`src/rtl/b16_pkg.sv`:
```
// Shared constants and owner encoding for the b16 bus blocks.
package b16_pkg;

  localparam int unsigned l     = 16;
  localparam int unsigned CNT_W = 4;

  typedef enum logic {
    OWN_CPU = 1'b0,
    OWN_DMA = 1'b1
  } owner_e;

endpackage

```
`src/rtl/b16_wait_counter.sv`:
```
// Wait-state counter: loads WAITS on a granted start cycle, then counts down.
module b16_wait_counter
  import b16_pkg::*;
#(
  parameter int unsigned WAITS = 0
) (
  input  logic clk,
  input  logic reset,
  input  logic load,
  output logic busy,
  output logic is_last
);

  localparam logic [CNT_W-1:0] WAITS_V = CNT_W'(WAITS);
  localparam logic             ZERO_WAIT = (WAITS == 0);

  logic [CNT_W-1:0] cnt_q;
  logic [CNT_W-1:0] cnt_d;

  // Decrement while busy, otherwise load the wait count on a granted start.
  always_comb begin
    cnt_d   = cnt_q;
    busy    = (cnt_q != '0);
    is_last = busy ? (cnt_q == CNT_W'(1)) : ZERO_WAIT;
    if (busy) begin
      cnt_d = cnt_q - CNT_W'(1);
    end else if (load) begin
      cnt_d = WAITS_V;
    end
  end

  // Counter register.
  always_ff @(posedge clk or posedge reset) begin
    if (reset) begin
      cnt_q <= '0;
    end else begin
      cnt_q <= cnt_d;
    end
  end

endmodule

```
`src/rtl/b16_mem_arbiter.sv`:
```
// Shares the b16 memory port between the CPU and one DMA/loader requester.
module b16_mem_arbiter
  import b16_pkg::*;
#(
  parameter int unsigned WAITS = 0,
  parameter int unsigned BURST = 4
) (
  input  logic         clk,
  input  logic         reset,
  input  logic         run_in,
  output logic         cpu_run,
  input  logic [l-1:0] cpu_addr,
  input  logic         cpu_rd,
  input  logic [1:0]   cpu_wr,
  input  logic [l-1:0] cpu_dout,
  output logic [l-1:0] cpu_din,
  input  logic         dma_req,
  input  logic [l-1:0] dma_addr,
  input  logic         dma_rd,
  input  logic [1:0]   dma_wr,
  input  logic [l-1:0] dma_dout,
  output logic [l-1:0] dma_din,
  output logic         dma_ack,
  output logic [l-1:0] mem_addr,
  output logic         mem_rd,
  output logic [1:0]   mem_wr,
  output logic [l-1:0] mem_dout,
  input  logic [l-1:0] mem_din
);

  localparam logic [CNT_W-1:0] BURST_V = CNT_W'(BURST);

  owner_e           owner_q, owner_d, owner_c;
  logic [CNT_W-1:0] streak_q, streak_d;
  logic             busy, is_last, load;
  logic             cpu_acc, start, grant_cpu, grant_dma, active;

  b16_wait_counter #(.WAITS(WAITS)) u_wait (
    .clk     (clk),
    .reset   (reset),
    .load    (load),
    .busy    (busy),
    .is_last (is_last)
  );

  // Arbitration, owner/streak update and memory mux.
  always_comb begin
    owner_d   = owner_q;
    streak_d  = streak_q;
    cpu_acc   = run_in & (cpu_rd | (|cpu_wr));
    start     = ~busy;
    grant_cpu = start & cpu_acc & ~(dma_req & (streak_q < BURST_V));
    grant_dma = start & dma_req & ~grant_cpu;
    load      = grant_cpu | grant_dma;
    owner_c   = start ? (grant_dma ? OWN_DMA : OWN_CPU) : owner_q;
    active    = ~reset & (busy | load);

    if (load) begin
      owner_d = owner_c;
    end
    // Only contended DMA wins build the streak; stolen cycles leave it alone.
    if (grant_dma & cpu_acc) begin
      streak_d = (streak_q >= BURST_V) ? BURST_V : streak_q + CNT_W'(1);
    end
    if (grant_cpu) begin
      streak_d = '0;
    end

    mem_addr = (owner_c == OWN_DMA) ? dma_addr : cpu_addr;
    mem_dout = (owner_c == OWN_DMA) ? dma_dout : cpu_dout;
    mem_rd   = 1'b0;
    mem_wr   = 2'b00;
    if (active) begin
      if (owner_c == OWN_DMA) begin
        mem_rd = dma_rd;
        mem_wr = dma_rd ? 2'b00 : dma_wr;
      end else begin
        mem_rd = cpu_rd;
        mem_wr = cpu_rd ? 2'b00 : cpu_wr;
      end
    end

    // A CPU cycle without memory access runs regardless of who holds memory.
    cpu_run = ~reset & run_in &
              (~cpu_acc | (active & (owner_c == OWN_CPU) & is_last));
    dma_ack = active & (owner_c == OWN_DMA) & is_last;
    cpu_din = mem_din;
    dma_din = mem_din;
  end

  // Owner and DMA-streak registers.
  always_ff @(posedge clk or posedge reset) begin
    if (reset) begin
      owner_q  <= OWN_CPU;
      streak_q <= '0;
    end else begin
      owner_q  <= owner_d;
      streak_q <= streak_d;
    end
  end

endmodule

```
`config.mk`:
```
export PLATFORM = sky130hd
export DESIGN_NAME = b16_mem_arbiter
export DESIGN_NICKNAME = d
export VERILOG_FILES = /design/src/rtl/b16_pkg.sv /design/src/rtl/b16_wait_counter.sv /design/src/rtl/b16_mem_arbiter.sv
export SDC_FILE = /design/constraint.sdc
export NUM_CORES = 1
export LEC_CHECK = 0
export BUFFER_PORTS_ARGS = -buffer_cell sky130_fd_sc_hd__buf_2
export CORE_MARGIN = 5
export CORE_UTILIZATION = 32
export CTS_BUF_LIST = sky130_fd_sc_hd__clkbuf_4
export DETAILED_ROUTE_END_ITERATION = 6
export PLACE_DENSITY = 0.83
export SLEW_MARGIN = 40
export SYNTH_ARGS = -nofsm -noshare
export SYNTH_HDL_FRONTEND = slang
export SYNTH_HIERARCHICAL = 1
export SYNTH_SLANG_ARGS = --single-unit
```
`constraint.sdc`:
```
create_clock -name clk -period 2.85 [get_ports clk]
set_input_delay 0.57 -clock clk [delete_from_list [all_inputs] [get_ports clk]]
set_output_delay 0.57 -clock clk [all_outputs]
set_load 0.01 [all_outputs]
```
Word level (Yosys, flattened, before mapping):

Index checks and enable logic that the tools add are counted.

* reduce and logical (&&, ||, !) cells: 4
* order comparisons: 2
* bitwise gates (word level): 24
* $add $sub $neg: 2
* equality and inequality tests: 1
* mux-type cells: 16

Operators with widths (number)
* 16-bit 2-to-1 mux: 2
* 4-bit 2-to-1 mux: 5
* 1-bit AND: 14
* 2-bit 2-to-1 mux: 4
* 1-bit inverter: 6
* 1-bit 2-to-1 mux: 5
* 4-bit by 1-bit adder with 4-bit output (second input constant): 1
* 4-bit by 1-bit equality test with 1-bit output (second input constant): 1
* 4-bit by 3-bit greater-or-equal comparator with 1-bit output (second input constant): 1
* 4-bit by 3-bit < comparator with 1-bit output (second input constant): 1
* 1-bit OR: 4
* 2-bit nonzero test: 2
* 4-bit nonzero test: 1
* 4-bit by 1-bit subtractor with 4-bit output (second input constant): 1
* 2-bit OR reduction: 1

* register bits after elaboration: 9
* logic and storage cells: 52
* input port bits: 90
* output and inout port bits: 69

Logic depth before layout (Yosys ltp):

* depth after elaboration: 14
* gate-level depth with buffers: 8
* depth with buffers taken out: 6

Hierarchy:

Netlist, hierarchy kept.

Modules (own cells, without submodules)
* b16_mem_arbiter: area an instance 1012.2 um^2, seq. area each 125.1 um^2, times used 1, cells each 109
* b16_wait_counter: area an instance 170.2 um^2, seq. area each 100.1 um^2, times used 1, cells each 16

Least setup slack after synthesis:

Ideal clock, no wire load.

* path type: register to output
* from: register u_wait.cnt_q[2]
* to: output mem_dout[10]
* arrival time: 1.858 ns
* setup slack: 0.422 ns
* path buffers: 2
* stages on the path, launching flop included: 8
* data required time: 2.280 ns
* cell sequence: dfrtp_1 nor3_2 nand2b_1 buf_2 or2_2 o311ai_4 buf_6 mux2_2

* cells in the longest elaborated chain, start to end: 9
* elaborated cells on any way between the ends: 10
* those cells by class: mux (3); bitwise (6); reduce/logical (1)

RTL lines
* start, declared: line b16_wait_counter.sv:17 `logic [CNT_W-1:0] cnt_q;`
* start signal, assigned: line b16_wait_counter.sv:37 `cnt_q <= cnt_d;`
* 4-bit nonzero test (*): line b16_wait_counter.sv:23 `busy = (cnt_q != '0);`
* net busy: line b16_mem_arbiter.sv:35 `logic busy, is_last, load;`
* 1-bit inverter: line b16_mem_arbiter.sv:51 `start = ~busy;`
* 1-bit AND (2 in a row): line b16_mem_arbiter.sv:52 `grant_cpu = start & cpu_acc & ~(dma_req & (streak_q < BURST_V));`
* 1-bit inverter: line b16_mem_arbiter.sv:53 `grant_dma = start & dma_req & ~grant_cpu;`
* 1-bit AND: line b16_mem_arbiter.sv:53
* 1-bit 2-to-1 mux: line b16_mem_arbiter.sv:55 `owner_c = start ? (grant_dma ? OWN_DMA : OWN_CPU) : owner_q;`
* 1-bit 2-to-1 mux (*): line b16_mem_arbiter.sv:55
* 16-bit 2-to-1 mux (*): line b16_mem_arbiter.sv:70 `mem_dout = (owner_c == OWN_DMA) ? dma_dout : cpu_dout;`
* end, declared: line b16_mem_arbiter.sv:27 `output logic [l-1:0] mem_dout,`

Mark *: on every way through the listed nets, which the timed path passes. The rest lies on a longest branch.

Worst setup path after layout:

* from: register u_wait.cnt_q[1]
* to: output mem_addr[14]

* cells in the longest elaborated chain, start to end: 9
* elaborated cells on any way between the ends: 10
* those cells by class: mux (3); bitwise (6); reduce/logical (1)

RTL lines
* 4-bit nonzero test (*): line b16_wait_counter.sv:23
* net busy: line b16_mem_arbiter.sv:35
* 1-bit inverter: line b16_mem_arbiter.sv:51
* 1-bit AND (2 in a row): line b16_mem_arbiter.sv:52
* 1-bit inverter: line b16_mem_arbiter.sv:53
* 1-bit AND: line b16_mem_arbiter.sv:53
* 1-bit 2-to-1 mux: line b16_mem_arbiter.sv:55
* 1-bit 2-to-1 mux (*): line b16_mem_arbiter.sv:55
* 16-bit 2-to-1 mux (*): line b16_mem_arbiter.sv:69 `mem_addr = (owner_c == OWN_DMA) ? dma_addr : cpu_addr;`
* end, declared: line b16_mem_arbiter.sv:24 `output logic [l-1:0] mem_addr,`

Marks and branches as above.

==> impl_metrics.tcl <==
set metrics [dict create \
    slowest_stage "dfrtp_1" \
    routed_via_density 4.77 \
    grt_max_degree 21 \
    dr.pass1.iters 4 \
    dr.max_layer_used "met4" \
    finalNonFillerCells 261 \
    path_buf_inv 3 \
    cp_cell_sequence "nor3_2, nand2b_1, o311ai_4, buf_12, buf_8, mux2_2, buf_6" \
    path_class "reg2out" \
    vias 1246 \
    min_period_over_period_pct 97.3 \
    die_h_um 70.7 \
    dpl.hpwl_um 2970 \
    max_freq_mhz 361 \
    path_max_fanout 6 \
    p_leak_nw 1.05 \
    netlist_instances 124 \
    crit_required_ns 2.28 \
    cts_tree "yes" \
    coreArea_um2 3610 \
    drv_slew 0 \
    cap_violations 0 \
    power_mw 0.536 \
    clock_latency_ns 0.25 \
    gp_congestion 0.772 \
    drt-total-wl_um 3970 \
    irDropWorstVdd_v 0.000238 \
    max_stage_delay_ns 0.42 \
    grt_pass1_wl_um 5130 \
    drt_iter0_markers 13 \
    wl_per_cell_um 15.2 \
    cts-root-buf "clkbuf_4" \
    crit_family "flip-flops" \
    drive_above_1_share_pct 78.4 \
    startpoint_type "flip-flop" \
    syn_to_final_growth_pct 68.3 \
    fill_cells 314 \
    die_area_um2 4990 \
    slew_headroom_pct 78.7 \
    worst_pin_slew_ns 0.320 \
    wl_met3_um 452 \
    p_per_area_nw_per_um2 270 \
    drtAntennaViolNets 0 \
    initial_core_util_pct 32.7 \
    grt_use_total_pct 12.2 \
    clock_skew_ns 0.00330 \
    antenna_cells 0 \
    cp.arrival_ns 2.20 \
    cts_max_level 1 \
    syn_nets 215 \
    dr_wl_met2_um 2150 \
    cts_sinks 9 \
    nNetsFinal 305 \
    dpl.cell_count 250 \
    rows 22 \
    grt_pass1_vias 1148 \
    die_w_um 70.7 \
    syn_area_um2 1180 \
    synth_warnings 6 \
    clk_pin_slew_ns 0.06 \
    hold_viol 0 \
    final_core_util_pct 55.0 \
    endpoint_kind "primary output" \
    drcViolationCount 0 \
    port_buffers 110 \
    hold_buffers 0 \
    io_pins 159 \
    syn_area_per_cell_um2 9.49 \
    grt_overflow 0 \
    min_path_type "in2async" \
    wl_met1_um 1330 \
    cts_buffer_depth 2 \
    rsz0062_at_grt "true" \
    status "complete, no violations" \
    antenna_found_initial 0 \
    fin_crit_ns 2.77 \
    setup_viol 0 \
    cts_made_buffers 3 \
]
[layout make-up]
class	count	area (um2)	area share (%)
inverter	3	11.3	0.568
timing repair buffer	122	917	46.3
clock buffer	4	30.0	1.52
tap	48	60.1	3.03
sequential	9	225	11.4
multi-input combinational	75	738	37.2
[repair_timing]
item,CTS,global route
pin swaps,1,3
gates resized for setup,0,57
gates cloned,0,3
setup buffers,2,2
setup endpoints to repair,27,34
[report_power, final]
part / internal, mW / switching [mW] / total [mW]
Sequential: 0.135 / 0.00420 / 0.139
Clock: 0.0631 / 0.0385 / 0.102
Combinational: 0.184 / 0.110 / 0.295
Total: 0.383 / 0.153 / 0.536
[registers in the layout (all words and copies together) (netlist names)]
signal        count
streak_q          4
u_wait/cnt_q      4
owner_q           1
[per-stage QoR]
stage	hold slack (ns)	instance area (um2)	setup slack, ns	TNS, ns
3_5_place_dp	0.482	1560	0.0795	0
2_1_floorplan	0.336	1180	0.428	0
6_report	0.254	1980	0.0780	0
5_1_grt	0.243	1980	-0.0761	-1.66
4_1_cts	0.232	1600	0.0286	0
3_3_place_gp	0.474	1560	0.147	0
[path summary, 6_finish.rpt]
kind	startpoint	end	slack, ns	cells after the start
worst min register to register	streak_q[1]	streak_q[1]	0.49	2
worst min-delay path	reset	u_wait/cnt_q[0]	0.25	2
max in group asynchronous	reset	streak_q[2]	2.38	2
worst max-delay path	u_wait/cnt_q[1]	mem_addr[14]	0.08	7
min in group clk	streak_q[1]	streak_q[1]	0.49	2
worst max register to register	u_wait/cnt_q[1]	streak_q[0]	1.32	4
[per-layer routing]
layer	GRT usage [%]	vias up
met5	0	-
met1	11.9	583
met3	5.68	8
met4	2.71	0
met2	23.2	75
li1	-	580
[cell usage in the layout, fill, tap and decap left out, types with 2 or more instances in the layout]
| cell type | instances |
|---|---|
| nor3_2 | 2 |
| nor3b_1 | 2 |
| mux2_4 | 18 |
| a32o_1 | 3 |
| inv_1 | 3 |
| buf_2 | 79 |
| buf_6 | 31 |
| nor2_1 | 5 |
| mux2_2 | 14 |
| clkbuf_16 | 2 |
| buf_8 | 3 |
| and2_1 | 2 |
| o21ai_0 | 5 |
| o21ai_1 | 2 |
| nand2b_1 | 3 |
| clkbuf_4 | 4 |
| buf_4 | 5 |
| nand2_1 | 6 |
| buf_12 | 2 |
| dfrtp_1 | 9 |
(Power assumes the default switching activity.)
